**config.mk**
```make
export PLATFORM = sky130hd
export DESIGN_NAME = multicycle_seq_ctrl_flat
export DESIGN_NICKNAME = d
export VERILOG_FILES = /design/src/rtl/mips_ctrl_pkg.sv /design/src/rtl/multicycle_seq_ctrl_if.sv /design/src/rtl/mips_ctrl_decode.sv /design/src/rtl/multicycle_seq_ctrl.sv /design/src/flat_wrapper.sv
export SDC_FILE = /design/constraint.sdc
export NUM_CORES = 1
export LEC_CHECK = 0
export BUFFER_PORTS_ARGS = -buffer_cell sky130_fd_sc_hd__buf_4
export CAP_MARGIN = 20
export CORE_MARGIN = 1
export CORE_UTILIZATION = 40
export DETAILED_ROUTE_END_ITERATION = 10
export PLACE_DENSITY = 0.69
export SLEW_MARGIN = 30
export SYNTH_ARGS = -nofsm -noshare
export SYNTH_HDL_FRONTEND = slang
export SYNTH_SLANG_ARGS = --single-unit
```
**constraint.sdc**
```tcl
create_clock -name clock -period 2.7 [get_ports clock]
set_clock_uncertainty 0.1 [all_clocks]
set_input_delay 0.135 -clock clock [delete_from_list [all_inputs] [get_ports clock]]
set_output_delay 0.135 -clock clock [all_outputs]
set_load 0.005 [all_outputs]
```
**src/rtl/mips_ctrl_pkg.sv**
```systemverilog
`default_nettype none
// +--------------------------------------------------------------------------+
// | mips_ctrl_pkg : shared types and encodings for the multicycle sequencer  |
// | Revision      : 1.0                                                      |
// +--------------------------------------------------------------------------+
package mips_ctrl_pkg;

  typedef enum logic [2:0] {
    ST_IDLE = 3'd0,
    ST_ID   = 3'd1,
    ST_EX   = 3'd2,
    ST_MEM  = 3'd3,
    ST_WB   = 3'd4
  } state_t;

  typedef enum logic [1:0] {
    CLS_ALU = 2'd0,
    CLS_LW  = 2'd1,
    CLS_SW  = 2'd2,
    CLS_BEQ = 2'd3
  } instr_class_t;

  localparam logic [5:0] OP_RTYPE = 6'd0;
  localparam logic [5:0] OP_LW    = 6'd35;
  localparam logic [5:0] OP_SW    = 6'd43;
  localparam logic [5:0] OP_BEQ   = 6'd4;
  localparam logic [5:0] OP_ADDI  = 6'd8;

  localparam logic [5:0] FN_ADD = 6'd32;
  localparam logic [5:0] FN_SUB = 6'd34;
  localparam logic [5:0] FN_AND = 6'd36;
  localparam logic [5:0] FN_OR  = 6'd37;
  localparam logic [5:0] FN_SLT = 6'd42;

  localparam int         ALU_CODE_W = 4;
  localparam logic [3:0] ALU_ADD = 4'b0010;
  localparam logic [3:0] ALU_SUB = 4'b0110;
  localparam logic [3:0] ALU_AND = 4'b0000;
  localparam logic [3:0] ALU_OR  = 4'b0001;
  localparam logic [3:0] ALU_SLT = 4'b0111;

  typedef struct packed {
    logic                  reg_dst;
    logic                  alu_src;
    logic                  mem_to_reg;
    logic [ALU_CODE_W-1:0] alu_ctrl;
    instr_class_t          cls;
  } ctrl_t;

endpackage
`default_nettype wire

```
**src/rtl/multicycle_seq_ctrl_if.sv**
```systemverilog
`default_nettype none
// +--------------------------------------------------------------------------+
// | multicycle_seq_ctrl_if : instruction handshake and memory strobe bundle  |
// | Revision               : 1.0                                             |
// +--------------------------------------------------------------------------+
interface multicycle_seq_ctrl_if #(
  parameter int INSTR_W = 32
) ();

  logic               instr_valid;
  logic               instr_ready;
  logic [INSTR_W-1:0] instrword;
  logic               mem_ready;
  logic               mem_read;
  logic               mem_write;

  modport master (
    output instr_valid, instrword, mem_ready,
    input  instr_ready, mem_read, mem_write
  );

  modport slave (
    input  instr_valid, instrword, mem_ready,
    output instr_ready, mem_read, mem_write
  );

endinterface
`default_nettype wire

```
**src/rtl/mips_ctrl_decode.sv**
```systemverilog
`default_nettype none
// +--------------------------------------------------------------------------+
// | mips_ctrl_decode : opcode/funct to datapath control bundle + legal flag  |
// | Revision         : 1.0                                                   |
// +--------------------------------------------------------------------------+
module mips_ctrl_decode
  import mips_ctrl_pkg::*;
(
  input  wire logic [5:0] i_opcode,
  input  wire logic [5:0] i_funct,
  output ctrl_t           o_ctrl,
  output logic            o_legal
);

  always_comb begin
    o_ctrl  = '0;
    o_legal = 1'b1;
    case (i_opcode)
      OP_RTYPE: begin
        o_ctrl.reg_dst = 1'b1;
        o_ctrl.cls     = CLS_ALU;
        case (i_funct)
          FN_ADD:  o_ctrl.alu_ctrl = ALU_ADD;
          FN_SUB:  o_ctrl.alu_ctrl = ALU_SUB;
          FN_AND:  o_ctrl.alu_ctrl = ALU_AND;
          FN_OR:   o_ctrl.alu_ctrl = ALU_OR;
          FN_SLT:  o_ctrl.alu_ctrl = ALU_SLT;
          default: o_legal         = 1'b0;
        endcase
      end
      OP_LW: begin
        o_ctrl.alu_ctrl   = ALU_ADD;
        o_ctrl.alu_src    = 1'b1;
        o_ctrl.mem_to_reg = 1'b1;
        o_ctrl.cls        = CLS_LW;
      end
      OP_SW: begin
        o_ctrl.alu_ctrl = ALU_ADD;
        o_ctrl.alu_src  = 1'b1;
        o_ctrl.cls      = CLS_SW;
      end
      OP_ADDI: begin
        o_ctrl.alu_ctrl = ALU_ADD;
        o_ctrl.alu_src  = 1'b1;
        o_ctrl.cls      = CLS_ALU;
      end
      OP_BEQ: begin
        o_ctrl.alu_ctrl = ALU_SUB;
        o_ctrl.cls      = CLS_BEQ;
      end
      default: o_legal = 1'b0;
    endcase
  end

endmodule
`default_nettype wire

```
**src/rtl/multicycle_seq_ctrl.sv**
```systemverilog
`default_nettype none
// +--------------------------------------------------------------------------+
// | multicycle_seq_ctrl : multicycle IDLE/ID/EX/MEM/WB instruction sequencer |
// | Optional perf counters enabled by defining MULTICYCLE_PERF_EN.           |
// | Revision            : 1.0                                                |
// +--------------------------------------------------------------------------+
module multicycle_seq_ctrl
  import mips_ctrl_pkg::*;
#(
  parameter int INSTR_W      = 32,
  parameter int ALUCTRL_W    = 4,
  parameter int MEM_WAIT_MAX = 8,
  parameter int RETIRE_W     = 16
) (
  input  wire logic              clock,
  input  wire logic              reset,
  multicycle_seq_ctrl_if.slave   bus,
  input  wire logic              alu_zero,
  output logic                   reg_dst,
  output logic                   alu_src,
  output logic                   mem_to_reg,
  output logic [ALUCTRL_W-1:0]   alu_ctrl,
  output logic                   reg_write,
  output logic                   branch_taken,
  output logic                   retire,
  output logic                   illegal_op,
  output logic                   mem_err,
`ifdef MULTICYCLE_PERF_EN
  output logic [RETIRE_W-1:0]    retired_count,
  output logic [31:0]            cycle_count,
  output logic [31:0]            stall_count
`else
  output logic [RETIRE_W-1:0]    retired_count
`endif
);

  localparam int c_WAIT_W = $clog2(MEM_WAIT_MAX + 1);

  state_t                r_state;
  state_t                w_state_nxt;
  instr_class_t          r_cls;
  logic                  r_legal;
  logic                  r_reg_dst;
  logic                  r_alu_src;
  logic                  r_mem_to_reg;
  logic [ALUCTRL_W-1:0]  r_alu_ctrl;
  logic [c_WAIT_W-1:0]   r_wait;
  logic [RETIRE_W-1:0]   r_retired;

  ctrl_t                 w_dec;
  logic                  w_dec_legal;
  logic                  w_accept;
  logic                  w_wait_done;
  logic                  w_instr_ready;
  logic                  w_mem_read;
  logic                  w_mem_write;
  logic                  w_reg_write;
  logic                  w_branch_taken;
  logic                  w_retire;
  logic                  w_illegal_op;
  logic                  w_mem_err;
  logic                  w_unused_instr;

  mips_ctrl_decode u_decode (
    .i_opcode (bus.instrword[31:26]),
    .i_funct  (bus.instrword[5:0]),
    .o_ctrl   (w_dec),
    .o_legal  (w_dec_legal)
  );

  // Only opcode and funct fields steer the sequencer; fold the rest away.
  assign w_unused_instr = ^bus.instrword[INSTR_W-1:0];

  assign w_accept    = (r_state == ST_IDLE) && bus.instr_valid;
  assign w_wait_done = (r_wait >= c_WAIT_W'(MEM_WAIT_MAX));

  always_ff @(posedge clock or posedge reset) begin
    if (reset) begin
      r_state <= ST_IDLE;
    end else begin
      r_state <= w_state_nxt;
    end
  end

  always_comb begin
    w_state_nxt    = r_state;
    w_instr_ready  = 1'b0;
    w_mem_read     = 1'b0;
    w_mem_write    = 1'b0;
    w_reg_write    = 1'b0;
    w_branch_taken = 1'b0;
    w_retire       = 1'b0;
    w_illegal_op   = 1'b0;
    w_mem_err      = 1'b0;
    case (r_state)
      ST_IDLE: begin
        w_instr_ready = 1'b1;
        if (bus.instr_valid) begin
          w_state_nxt = ST_ID;
        end
      end
      ST_ID: begin
        if (r_legal) begin
          w_state_nxt = ST_EX;
        end else begin
          w_illegal_op = 1'b1;
          w_state_nxt  = ST_IDLE;
        end
      end
      ST_EX: begin
        case (r_cls)
          CLS_BEQ: begin
            w_branch_taken = alu_zero;
            w_retire       = 1'b1;
            w_state_nxt    = ST_IDLE;
          end
          CLS_LW, CLS_SW: w_state_nxt = ST_MEM;
          default:        w_state_nxt = ST_WB;
        endcase
      end
      ST_MEM: begin
        w_mem_read  = (r_cls == CLS_LW);
        w_mem_write = (r_cls == CLS_SW);
        // A ready on the final permitted wait cycle still completes the access.
        if (bus.mem_ready) begin
          if (r_cls == CLS_LW) begin
            w_state_nxt = ST_WB;
          end else begin
            w_retire    = 1'b1;
            w_state_nxt = ST_IDLE;
          end
        end else if (w_wait_done) begin
          w_mem_err   = 1'b1;
          w_state_nxt = ST_IDLE;
        end
      end
      ST_WB: begin
        w_reg_write = 1'b1;
        w_retire    = 1'b1;
        w_state_nxt = ST_IDLE;
      end
      default: w_state_nxt = ST_IDLE;
    endcase
  end

  // Controls are decoded off the accepted word so they are already stable in ID.
  always_ff @(posedge clock or posedge reset) begin
    if (reset) begin
      r_cls        <= CLS_ALU;
      r_legal      <= 1'b0;
      r_reg_dst    <= 1'b0;
      r_alu_src    <= 1'b0;
      r_mem_to_reg <= 1'b0;
      r_alu_ctrl   <= '0;
    end else if (w_accept) begin
      r_cls   <= w_dec.cls;
      r_legal <= w_dec_legal;
      if (w_dec_legal) begin
        r_reg_dst    <= w_dec.reg_dst;
        r_alu_src    <= w_dec.alu_src;
        r_mem_to_reg <= w_dec.mem_to_reg;
        r_alu_ctrl   <= ALUCTRL_W'(w_dec.alu_ctrl);
      end
    end
  end

  always_ff @(posedge clock or posedge reset) begin
    if (reset) begin
      r_wait <= '0;
    end else if (r_state == ST_EX) begin
      r_wait <= c_WAIT_W'(1);
    end else if (r_state == ST_MEM) begin
      r_wait <= r_wait + c_WAIT_W'(1);
    end
  end

  always_ff @(posedge clock or posedge reset) begin
    if (reset) begin
      r_retired <= '0;
    end else if (w_retire) begin
      r_retired <= r_retired + RETIRE_W'(1);
    end
  end

`ifdef MULTICYCLE_PERF_EN
  logic [31:0] r_cycle_count;
  logic [31:0] r_stall_count;

  always_ff @(posedge clock or posedge reset) begin
    if (reset) begin
      r_cycle_count <= '0;
      r_stall_count <= '0;
    end else begin
      if (r_state != ST_IDLE) begin
        r_cycle_count <= r_cycle_count + 32'd1;
      end
      if ((r_state == ST_MEM) && !bus.mem_ready) begin
        r_stall_count <= r_stall_count + 32'd1;
      end
    end
  end

  assign cycle_count = r_cycle_count;
  assign stall_count = r_stall_count;
`endif

  assign bus.instr_ready = w_instr_ready;
  assign bus.mem_read    = w_mem_read;
  assign bus.mem_write   = w_mem_write;
  assign reg_dst         = r_reg_dst;
  assign alu_src         = r_alu_src;
  assign mem_to_reg      = r_mem_to_reg;
  assign alu_ctrl        = r_alu_ctrl;
  assign reg_write       = w_reg_write;
  assign branch_taken    = w_branch_taken;
  assign retire          = w_retire;
  assign illegal_op      = w_illegal_op;
  assign mem_err         = w_mem_err;
  assign retired_count   = r_retired;

endmodule
`default_nettype wire

```
**src/flat_wrapper.sv**
```systemverilog
// flat-port wrapper written by rule: the top's interface ports become plain ports
module multicycle_seq_ctrl_flat import mips_ctrl_pkg::*;
#(
  parameter int INSTR_W      = 32,
  parameter int ALUCTRL_W    = 4,
  parameter int MEM_WAIT_MAX = 8,
  parameter int RETIRE_W     = 16
)
  (clock, reset, alu_zero, reg_dst, alu_src, mem_to_reg, alu_ctrl, reg_write, branch_taken, retire, illegal_op, mem_err, retired_count, bus_instr_valid, bus_instrword, bus_mem_ready, bus_instr_ready, bus_mem_read, bus_mem_write);
  multicycle_seq_ctrl_if #(.INSTR_W(INSTR_W)) bus_i ();
  input  wire logic clock;
  input  wire logic reset;
  input  wire logic alu_zero;
  output logic reg_dst;
  output logic alu_src;
  output logic mem_to_reg;
  output logic [ALUCTRL_W-1:0] alu_ctrl;
  output logic reg_write;
  output logic branch_taken;
  output logic retire;
  output logic illegal_op;
  output logic mem_err;
  output logic [RETIRE_W-1:0] retired_count;
  input wire logic [$bits(bus_i.instr_valid)-1:0] bus_instr_valid;
  input wire logic [$bits(bus_i.instrword)-1:0] bus_instrword;
  input wire logic [$bits(bus_i.mem_ready)-1:0] bus_mem_ready;
  output wire logic [$bits(bus_i.instr_ready)-1:0] bus_instr_ready;
  output wire logic [$bits(bus_i.mem_read)-1:0] bus_mem_read;
  output wire logic [$bits(bus_i.mem_write)-1:0] bus_mem_write;
  assign bus_i.instr_valid = bus_instr_valid;
  assign bus_i.instrword = bus_instrword;
  assign bus_i.mem_ready = bus_mem_ready;
  assign bus_instr_ready = bus_i.instr_ready;
  assign bus_mem_read = bus_i.mem_read;
  assign bus_mem_write = bus_i.mem_write;
  multicycle_seq_ctrl #(.INSTR_W(INSTR_W), .ALUCTRL_W(ALUCTRL_W), .MEM_WAIT_MAX(MEM_WAIT_MAX), .RETIRE_W(RETIRE_W)) u_core (.clock(clock), .reset(reset), .bus(bus_i), .alu_zero(alu_zero), .reg_dst(reg_dst), .alu_src(alu_src), .mem_to_reg(mem_to_reg), .alu_ctrl(alu_ctrl), .reg_write(reg_write), .branch_taken(branch_taken), .retire(retire), .illegal_op(illegal_op), .mem_err(mem_err), .retired_count(retired_count));
endmodule
```
==> impl_metrics.toml <==
[outcome]
outcome = "finished clean"

[die]
ios = 68
dieArea_um2 = 4750
rows = 23
die_w_um = 68.9
die-height_um = 68.9
start_util_pct = 43.2
coreArea_um2 = 4140

[critical_path]
crit_slowest_cell = "nor4bb_1"
crit_chain = "nor4bb_1 > a211o_1 > nand4_1 > nand2b_1 > xnor2_1"
r2r_slack_ns = 0.40
crit_type = "flip-flop to flip-flop"
cp.arrival_ns = 2.36
critical-path-top-delay-family = "simple AND/OR/NAND/NOR gates"
r2r_cells = 5
end_kind = "flip-flop"
crit_fanout = 9
path_depth = 5
slowest_delay_ns = 0.60
critPathLaunchType = "flip-flop"
required_ns = 2.76
crit_buf_inv = 0

[detailed_routing]
drcViolationCount = 0
drt_iter0_drc = 87
ant_nets = 0
dr.pass1.iters = 4
wl_mm = 3.58
via_count = 1439
via_per_inst = 5.19
routedWlPerCell_um = 12.9

[clock_tree]
clkTransAtPathRegs_ns = 0.07
clk_path_buf_depth = 2
htreeDepth = 2
cts_hold_buf = 2
post_cts_buffers = 0
clock_latency_ns = 0.28
cts_made_buffers = 5
root_buffer = "clkbuf_8"
tritoncts = "yes"
cts.sink_count = 32
post_cts_resized = 0

[grt]
grt_overflow = 0
grt_antenna_before_repair = 0
grt_pass1_vias = 1289
grt_max_degree = 33
grt_pass1_wl_mm = 5.78
grt.total_usage_pct = 16.9

[placed_design]
dpl.cell_count = 267
port_buffers = 46
dpl_cell_area_um2 = 2160
dp_slack_ns = 0.437
gp_congestion = 0.724
dp_hpwl_mm = 2.70

[layout]
layout-drive-gt1-share_pct = 30.0
instances_no_fill = 277
mostFrequentLayoutCells = "buf_4 (50), dfrtp_1 (32), nand3_1 (15), nand2_1 (15), xnor2_1 (12)"
final_core_utilization_pct = 55.2
diodes = 0
final_common_cell = "buf_4"
largest_reg_flops = 16
stdcell_area_um2 = 2290
nets = 270
fillers = 410
syn_to_final_growth_pct = 27.6

[power]
power_density_nw_per_um2 = 526
p_leak_nw = 1.12
ir_drop_mv = 0.248
finalPower_mw = 1.20

[timing]
slew_headroom_pct = 58.0
fin_tns_setup_ns = 0
setup_viol = 0
hold_viol = 0
whs_ns = 0.0381
tightestPinTransition_ns = 0.621
period_minus_slack_ns = 2.30
max_freq_mhz = 435
layout_setup_ws_ns = 0.399
post-route-period-util_pct = 85.2
rsz0062_at_grt = "no"
drv_slew = 0

[run]
max_cap_viol_count = 0

[logic_synthesis]
synth_edf_count = 0
synth_nets = 221
ys_ff_latch = 32
ys_warn_count = 0
yosysUniqueCellTypes = 45
async_flop_share_pct = 100
yosysSeqAreaShare_pct = 44.7
avgSynthCellArea_um2 = 10.1
synth_ff_type = "dfrtp_1"
syn_inst = 177
netlist_area_um2 = 1790

[worst_hold_path]
holdCritPathClass = "primary input to flip-flop"
holdPathStages = 2
[final cells by class]
cell class / count / area (um2) / share of cell area, %
clock buffer: 6 / 72.6 / 3.17
clock inverter: 2 / 35.0 / 1.53
inverter: 9 / 33.8 / 1.48
multi-input combinational: 126 / 886 / 38.8
sequential: 32 / 801 / 35.0
tap: 50 / 62.6 / 2.74
timing repair buffer: 52 / 395 / 17.3
[cell usage after synthesis, types with 4 or more instances]
| cell type | count | share of area [%] |
|---|---|---|
| xor2_1 | 4 | 2.0 |
| mux2_2 | 6 | 3.8 |
| nor2_1 | 7 | 1.5 |
| o21ai_0 | 7 | 2.0 |
| xnor2_1 | 12 | 5.9 |
| nand2b_1 | 4 | 1.4 |
| and3_1 | 6 | 2.1 |
| ha_1 | 7 | 4.9 |
| nand2_1 | 15 | 3.1 |
| nand3_1 | 15 | 4.2 |
| a21oi_1 | 4 | 1.1 |
| inv_1 | 9 | 1.9 |
| dfrtp_1 | 32 | 45 |
| nor3_1 | 4 | 1.1 |
[where the power goes]
part | switching [mW] | internal, mW | total [mW]
clock | 0.170 | 0.274 | 0.444
combinational | 0.0886 | 0.102 | 0.191
sequential | 0.0474 | 0.520 | 0.567
total | 0.306 | 0.895 | 1.20
[cells by family after synthesis]
family                   Yosys count  share of synthesized area (%)
XOR/XNOR                          16                           7.82
other                              1                          0.209
AND/OR/NAND/NOR                   72                           23.3
buffers and inverters             19                           5.87
adder cells (fa/ha/maj)            7                           4.89
AO/OA/AOI/OAI                     22                           8.38
flip-flops                        32                           44.7
multiplexers                       8                           4.89
[routing by layer]
layer | vias up | wire length, um | global-route usage (%)
met4 | 0 | 46 | 6.89
met3 | 5 | 178 | 4.77
li1 | 705 | - | -
met1 | 691 | 1640 | 20.9
met5 | - | 0 | 0
met2 | 38 | 1720 | 27.4
[final timing paths]
| path | start | endpoint |
|---|---|---|
| min in group asynchronous | reset | u_core.alu_ctrl[1] |
| hold reg to reg | u_core.retired_count[15] | u_core.retired_count[15] |
| hold / removal | bus_instrword[29] | u_core.r_cls[0] |
| setup / recovery | u_core.r_state[2] | u_core.retired_count[10] |
| max in group asynchronous | reset | u_core.r_state[0] |
| setup reg to reg | u_core.r_state[2] | u_core.retired_count[10] |
No activity file was read; power rests on OpenSTA's default activity.
